<file path="src/rtl/snoop_pkg.sv">
// snoop_pkg: message codes, controller states and sizing helpers shared by the snoop bus.
package snoop_pkg;
    typedef enum int {
        MSG_NONE       = 0,
        MSG_WRITE_MISS = 1,
        MSG_READ_MISS  = 2,
        MSG_INVALIDATE = 3,
        MSG_WRITEBACK  = 4
    } msg_e;

    typedef enum logic [2:0] {S_IDLE, S_BCAST, S_SNOOP, S_WB, S_RESP} state_t;

    function automatic int idw(input int n);
        return $clog2(n);
    endfunction

    function automatic logic msg_legal(input int m);
        return m >= MSG_WRITE_MISS && m <= MSG_WRITEBACK;
    endfunction
endpackage

</file>
<file path="src/rtl/snoop_bus_ctrl_rr_arbiter.sv">
// rr_arbiter: combinational round-robin pick of the first request at or above ptr.
module rr_arbiter #(
    parameter int N = 3,
    localparam int IW = $clog2(N)
) (
    input  logic [N-1:0]  req,
    input  logic [IW-1:0] ptr,
    output logic [N-1:0]  gnt,
    output logic [IW-1:0] idx,
    output logic          any
);
    always_comb begin
        gnt = '0;
        idx = '0;
        any = |req;
        // descending scan so the closest request after ptr wins last
        for (int k = N - 1; k >= 0; k--) begin
            if (req[(int'(ptr) + k) % N]) begin
                idx = IW'((int'(ptr) + k) % N);
                gnt = N'(1) << ((int'(ptr) + k) % N);
            end
        end
    end
endmodule

</file>
<file path="src/rtl/snoop_bus_ctrl.sv">
// snoop_bus_ctrl: round-robin snooping-coherence bus controller with
// owner write-back into a small line memory.
module snoop_bus_ctrl
    import snoop_pkg::*;
#(
    parameter int N_PROC = 3,
    parameter int AW = 3,
    parameter int DW = 8,
    parameter int MSG_W = 3,
    localparam int IDW = idw(N_PROC)
) (
    input  logic                clock,
    input  logic                reset,
    input  logic [N_PROC-1:0]   req_valid,
    input  logic [N_PROC*MSG_W-1:0] req_msg,
    input  logic [N_PROC*AW-1:0] req_addr,
    input  logic [N_PROC*DW-1:0] req_data,
    output logic [N_PROC-1:0]   grant,
    output logic                bus_valid,
    output logic [MSG_W-1:0]    bus_msg,
    output logic [AW-1:0]       bus_addr,
    output logic [IDW-1:0]      bus_src,
    input  logic [N_PROC-1:0]   snoop_mod,
    input  logic [N_PROC*DW-1:0] snoop_data,
    output logic                resp_valid,
    output logic [IDW-1:0]      resp_id,
    output logic [DW-1:0]       resp_data,
    output logic                protocol_err
);
    state_t state_q, state_d;
    logic [IDW-1:0] ptr_q, ptr_d, src_q, src_d, resp_id_q, resp_id_d, arb_idx, owner;
    logic [MSG_W-1:0] msg_q, msg_d, win_msg;
    logic [AW-1:0] addr_q, addr_d;
    logic [DW-1:0] data_q, data_d, resp_data_q, resp_data_d;
    logic [N_PROC-1:0] grant_q, grant_d, elig, arb_gnt, hits;
    logic bus_valid_q, bus_valid_d, resp_valid_q, resp_valid_d, err_q, err_d, arb_any;
    logic [DW-1:0] mem_q [2**AW];
    logic [DW-1:0] mem_d [2**AW];

    always_comb begin
        elig = '0;
        for (int i = 0; i < N_PROC; i++)
            elig[i] = req_valid[i] && (req_msg[i*MSG_W +: MSG_W] != MSG_W'(MSG_NONE));
    end

    rr_arbiter #(.N(N_PROC)) u_arb (
        .req (elig),
        .ptr (ptr_q),
        .gnt (arb_gnt),
        .idx (arb_idx),
        .any (arb_any)
    );

    assign win_msg = req_msg[arb_idx*MSG_W +: MSG_W];
    assign hits = snoop_mod & ~(N_PROC'(1) << src_q);

    always_comb begin
        owner = '0;
        for (int i = N_PROC - 1; i >= 0; i--)
            if (hits[i]) owner = IDW'(i);
    end

    always_comb begin
        state_d = state_q;
        ptr_d = ptr_q;
        src_d = src_q;
        msg_d = msg_q;
        addr_d = addr_q;
        data_d = data_q;
        err_d = err_q;
        mem_d = mem_q;
        case (state_q)
            S_IDLE: if (arb_any) begin
                ptr_d = (int'(arb_idx) == N_PROC - 1) ? '0 : arb_idx + IDW'(1);
                if (msg_legal(int'(win_msg))) begin
                    state_d = S_BCAST;
                    src_d = arb_idx;
                    msg_d = win_msg;
                    addr_d = req_addr[arb_idx*AW +: AW];
                    data_d = req_data[arb_idx*DW +: DW];
                end else begin
                    err_d = 1'b1;
                end
            end
            S_BCAST: state_d = (int'(msg_q) == MSG_WRITEBACK) ? S_WB : S_SNOOP;
            S_SNOOP: begin
                err_d = err_q | snoop_mod[src_q] | ((hits & (hits - N_PROC'(1))) != '0);
                state_d = (hits != '0) ? S_WB : S_RESP;
                data_d = (hits != '0) ? snoop_data[owner*DW +: DW] : data_q;
            end
            S_WB: begin
                mem_d[addr_q] = data_q;
                state_d = S_RESP;
            end
            S_RESP: begin
                state_d = S_IDLE;
                src_d = '0;
                msg_d = '0;
                addr_d = '0;
            end
            default: state_d = S_IDLE;
        endcase
        // outputs registered from the next state; resp sees this transaction's write-back
        grant_d = (state_q == S_IDLE && state_d == S_BCAST) ? arb_gnt : '0;
        bus_valid_d = state_d == S_BCAST;
        resp_valid_d = state_d == S_RESP;
        resp_id_d = resp_valid_d ? src_d : '0;
        resp_data_d = resp_valid_d ? mem_d[addr_d] : '0;
    end

    always_ff @(posedge clock or posedge reset) begin
        if (reset) begin
            state_q <= S_IDLE;
            ptr_q <= '0;
            src_q <= '0;
            msg_q <= '0;
            addr_q <= '0;
            data_q <= '0;
            err_q <= 1'b0;
            grant_q <= '0;
            bus_valid_q <= 1'b0;
            resp_valid_q <= 1'b0;
            resp_id_q <= '0;
            resp_data_q <= '0;
            mem_q <= '{default: '0};
        end else begin
            state_q <= state_d;
            ptr_q <= ptr_d;
            src_q <= src_d;
            msg_q <= msg_d;
            addr_q <= addr_d;
            data_q <= data_d;
            err_q <= err_d;
            grant_q <= grant_d;
            bus_valid_q <= bus_valid_d;
            resp_valid_q <= resp_valid_d;
            resp_id_q <= resp_id_d;
            resp_data_q <= resp_data_d;
            mem_q <= mem_d;
        end
    end

    assign grant = grant_q;
    assign bus_valid = bus_valid_q;
    assign bus_msg = msg_q;
    assign bus_addr = addr_q;
    assign bus_src = src_q;
    assign resp_valid = resp_valid_q;
    assign resp_id = resp_id_q;
    assign resp_data = resp_data_q;
    assign protocol_err = err_q;
endmodule

</file>
<file path="config.mk">
export PLATFORM = sky130hd
export DESIGN_NAME = snoop_bus_ctrl
export DESIGN_NICKNAME = d
export VERILOG_FILES = /design/src/rtl/snoop_pkg.sv /design/src/rtl/snoop_bus_ctrl_rr_arbiter.sv /design/src/rtl/snoop_bus_ctrl.sv
export SDC_FILE = /design/constraint.sdc
export NUM_CORES = 1
export LEC_CHECK = 0
export CORE_ASPECT_RATIO = 0.75
export CORE_UTILIZATION = 50
export DETAILED_ROUTE_END_ITERATION = 12
export GPL_ROUTABILITY_DRIVEN = 0
export GPL_TIMING_DRIVEN = 0
export PLACE_DENSITY = 0.86
export SLEW_MARGIN = 20
export SYNTH_ARGS = -nofsm -noshare
export SYNTH_HDL_FRONTEND = slang
export SYNTH_HIERARCHICAL = 1
export SYNTH_SLANG_ARGS = --single-unit
</file>
<file path="constraint.sdc">
create_clock -name clock -period 5.4 [get_ports clock]
set_input_delay 0.81 -clock clock [delete_from_list [all_inputs] [get_ports clock]]
set_output_delay 0.81 -clock clock [all_outputs]
set_load 0.02 [all_outputs]
</file>
==> flow_metrics.py <==
metrics = {
    "setup_path": {
        "max_stage_delay_ns": 0.49,
        "end_kind": "flip-flop",
        "cpMaxStageDelayCell": "a311oi_4",
        "cp_cell_sequence": "clkdlybuf4s50_1 > o31a_1 > mux2i_1 > nand4bb_1 > a21o_1 > nand2_1 > buf_6 > mux2i_1 > a2bb2oi_1 > nand2_1 > xor2_2 > a311oi_4 > mux2_1 > a32o_1 > or4_1",
        "worstSetupPathType": "in -> reg",
        "critPathRequiredTime_ns": 5.60,
        "critPathLaunchType": "input port",
        "cp_top_family": "compound AO/OA/AOI/OAI gates",
        "arrival_ns": 5.03,
        "critPathMaxFanout": 10,
        "critPathBufInv": 2,
    },
    "logic_synthesis": {
        "synth_area_um2": 5360,
        "ys_top_cells_by_count": "101 x dfrtp_1, 80 x mux2_2, 42 x mux2i_1",
        "synth_edf_count": 0,
        "synthTopCellsByArea": "dfrtp_1 47%, mux2_2 17%, mux2i_1 7.9%, nand2_1 2.6%, o211ai_1 2.2%",
        "synth-warning-count": 6,
        "ys_ff_latch": 101,
        "synth_top_area_share_pct": 47.2,
        "syn_inst": 465,
        "synth-main-ff-cell": "dfrtp_1",
        "yosysTopAreaCell": "dfrtp_1",
        "yosysUniqueCellTypes": 59,
        "async_reset_ff_share_pct": 100,
        "synth-seq-area-share_pct": 47.2,
        "synth.most_common_cell": "dfrtp_1",
        "syn_area_per_cell_um2": 11.5,
        "syn_nets": 543,
    },
    "min_path": {
        "hold_path_class": "reg -> reg",
    },
    "cts": {
        "clock-sinks": 101,
        "clk_path_buf_depth": 2,
        "postCtsHoldBufs": 0,
        "cts_resized": 0,
        "postCtsSetupBuffers": 0,
        "clk_pin_slew_ns": 0.07,
        "cts_root_buffer": "clkbuf_16",
        "cts_made_buffers": 9,
        "clk_latency_ns": 0.35,
        "cts_tree": "done",
        "htreeDepth": 3,
    },
    "layout": {
        "num_antenna_cells": 0,
        "area_delta_synth_final_pct": 26.9,
        "utilization_pct": 65.8,
        "num-nets-final": 651,
        "fillCellCount": 799,
        "drive_gt1_share_pct": 21.6,
    },
    "grt": {
        "track_usage_pct": 25.5,
        "grt_pass1_vias": 4318,
        "antenna_found_initial": 0,
        "grt_overflow": 0,
        "grt_pass1_wl_um": 21600,
        "grt_max_degree": 82,
    },
    "drt": {
        "detail-route-antenna-nets": 0,
        "drt_iter0_markers": 246,
        "drc": 0,
        "vias": 4192,
        "wl_per_cell_um": 18.5,
        "via_per_inst": 5.87,
        "dr.pass1.iters": 5,
        "wl_um": 13200,
    },
    "floorplan": {
        "rows": 32,
        "coreArea_um2": 10300,
        "die_height_um": 91.6,
        "fp.dieW_um": 122,
        "die_area_um2": 11100,
        "boundaryPins": 98,
        "start_util_pct": 51.8,
    },
    "run": {
        "maxCapViolCount": 0,
    },
    "power_and_ir_drop": {
        "ir_worst_vdd_v": 0.000237,
        "p_total_mw": 3.92,
        "p_leak_nw": 3.01,
        "powerDensity_nw_per_um2": 577,
    },
    "timing": {
        "worstMarginPinSlew_ns": 0.883,
        "fin_setup_tns_ns": 0,
        "finalSetupViolCount": 0,
        "drv_slew": 0,
        "rsz0062_at_grt": "no",
        "fin_skew_ns": 0.00507,
        "relSlewSlack_pct": 40.9,
        "timing.final.crit_share_pct": 89.4,
        "fin_crit_ns": 4.83,
        "max_freq_mhz": 207,
        "hold_violations": 0,
        "setup_slack_ns": 0.572,
    },
    "placement": {
        "hpwlAfterDp_um": 9940,
        "io_buffers": 96,
        "dp_slack_ns": 0.314,
    },
    "run_status": {
        "status": "finished clean",
    },
}
==> state kept, by name, indices dropped and copies added (netlist names) <==
| name | count |
|---|---|
| resp_data | 8 |
| bus_src | 2 |
| ptr_q | 2 |
| grant | 3 |
| state_q | 3 |
| mem_q | 64 |
| protocol_err | 1 |
| bus_addr | 3 |
| resp_valid | 1 |
| resp_id | 2 |
| data_q | 8 |
| bus_valid | 1 |
| bus_msg | 3 |
==> path summary, 6_finish.rpt <==
path	startpoint	end	slack, ns	depth (start not counted)
setup / recovery	req_msg[8]	resp_data[6]	0.57	15
min in group asynchronous	reset	bus_msg[2]	0.78	2
hold / removal	mem_q[46]	mem_q[46]	0.49	1
max in group asynchronous	reset	mem_q[53]	3.98	3
hold reg to reg	mem_q[46]	mem_q[46]	0.49	1
setup reg to reg	ptr_q[1]	resp_data[6]	1.05	16
==> routing by layer <==
layer	wire (µm)	vias to the layer above	GRT usage, %
met4	219	0	8.54
met3	789	27	5.22
met1	5750	2069	33.0
met5	0	-	0
li1	-	1936	-
met2	6420	160	42.4
==> power breakdown <==
group,internal (mW),switching (mW)
sequential,1.07,0.196
clock,0.328,0.274
combinational,0.962,1.09
==> through the flow <==
step / hold slack (ns) / cell area (µm²) / instances
after global placement: 0.461 / 6490 / 697
after CTS: 0.495 / 6800 / 714
after global routing: 0.503 / 6800 / 714
final: 0.492 / 6800 / 714
after detailed placement: 0.480 / 6520 / 698
after floorplan: 0.466 / 5360 / 465
==> cell type report <==
| class | count | area [µm²] | share of cell area [%] |
|---|---|---|---|
| clock buffer | 12 | 246 | 3.63 |
| sequential | 101 | 2530 | 37.2 |
| inverter | 9 | 38.8 | 0.571 |
| timing repair buffer | 97 | 988 | 14.5 |
| tap | 136 | 170 | 2.50 |
| clock inverter | 4 | 30.0 | 0.442 |
| multi-input combinational | 335 | 2680 | 39.4 |
| buffer | 20 | 114 | 1.68 |
==> cells in the final DEF, fill, tap and decap left out, types with 10 or more instances in the layout <==
| cell type | netlist | routed |
|---|---|---|
| o21ai_0 | 19 | 19 |
| nor2_1 | 27 | 27 |
| dfrtp_1 | 101 | 101 |
| mux2i_1 | 42 | 42 |
| a21oi_1 | 16 | 16 |
| clkdlybuf4s50_1 | 0 | 96 |
| nand2_1 | 37 | 37 |
| o211ai_1 | 16 | 16 |
| mux2_2 | 80 | 80 |
| a211oi_1 | 10 | 10 |
| clkbuf_1 | 10 | 12 |
==> logic make-up (layout without fill, tap and decap cells) <==
group                    Yosys count  in the layout  share of synthesized area (%)
XOR/XNOR                           1              1                          0.304
adder cells (fa/ha/maj)            4              4                          0.935
flip-flops                       101            101                           47.2
buffers and inverters             29            142                           2.76
multiplexers                     124            124                           25.1
AO/OA/AOI/OAI                     96             96                           12.8
AND/OR/NAND/NOR                  110            110                           10.9
(Power assumes the default switching activity.)
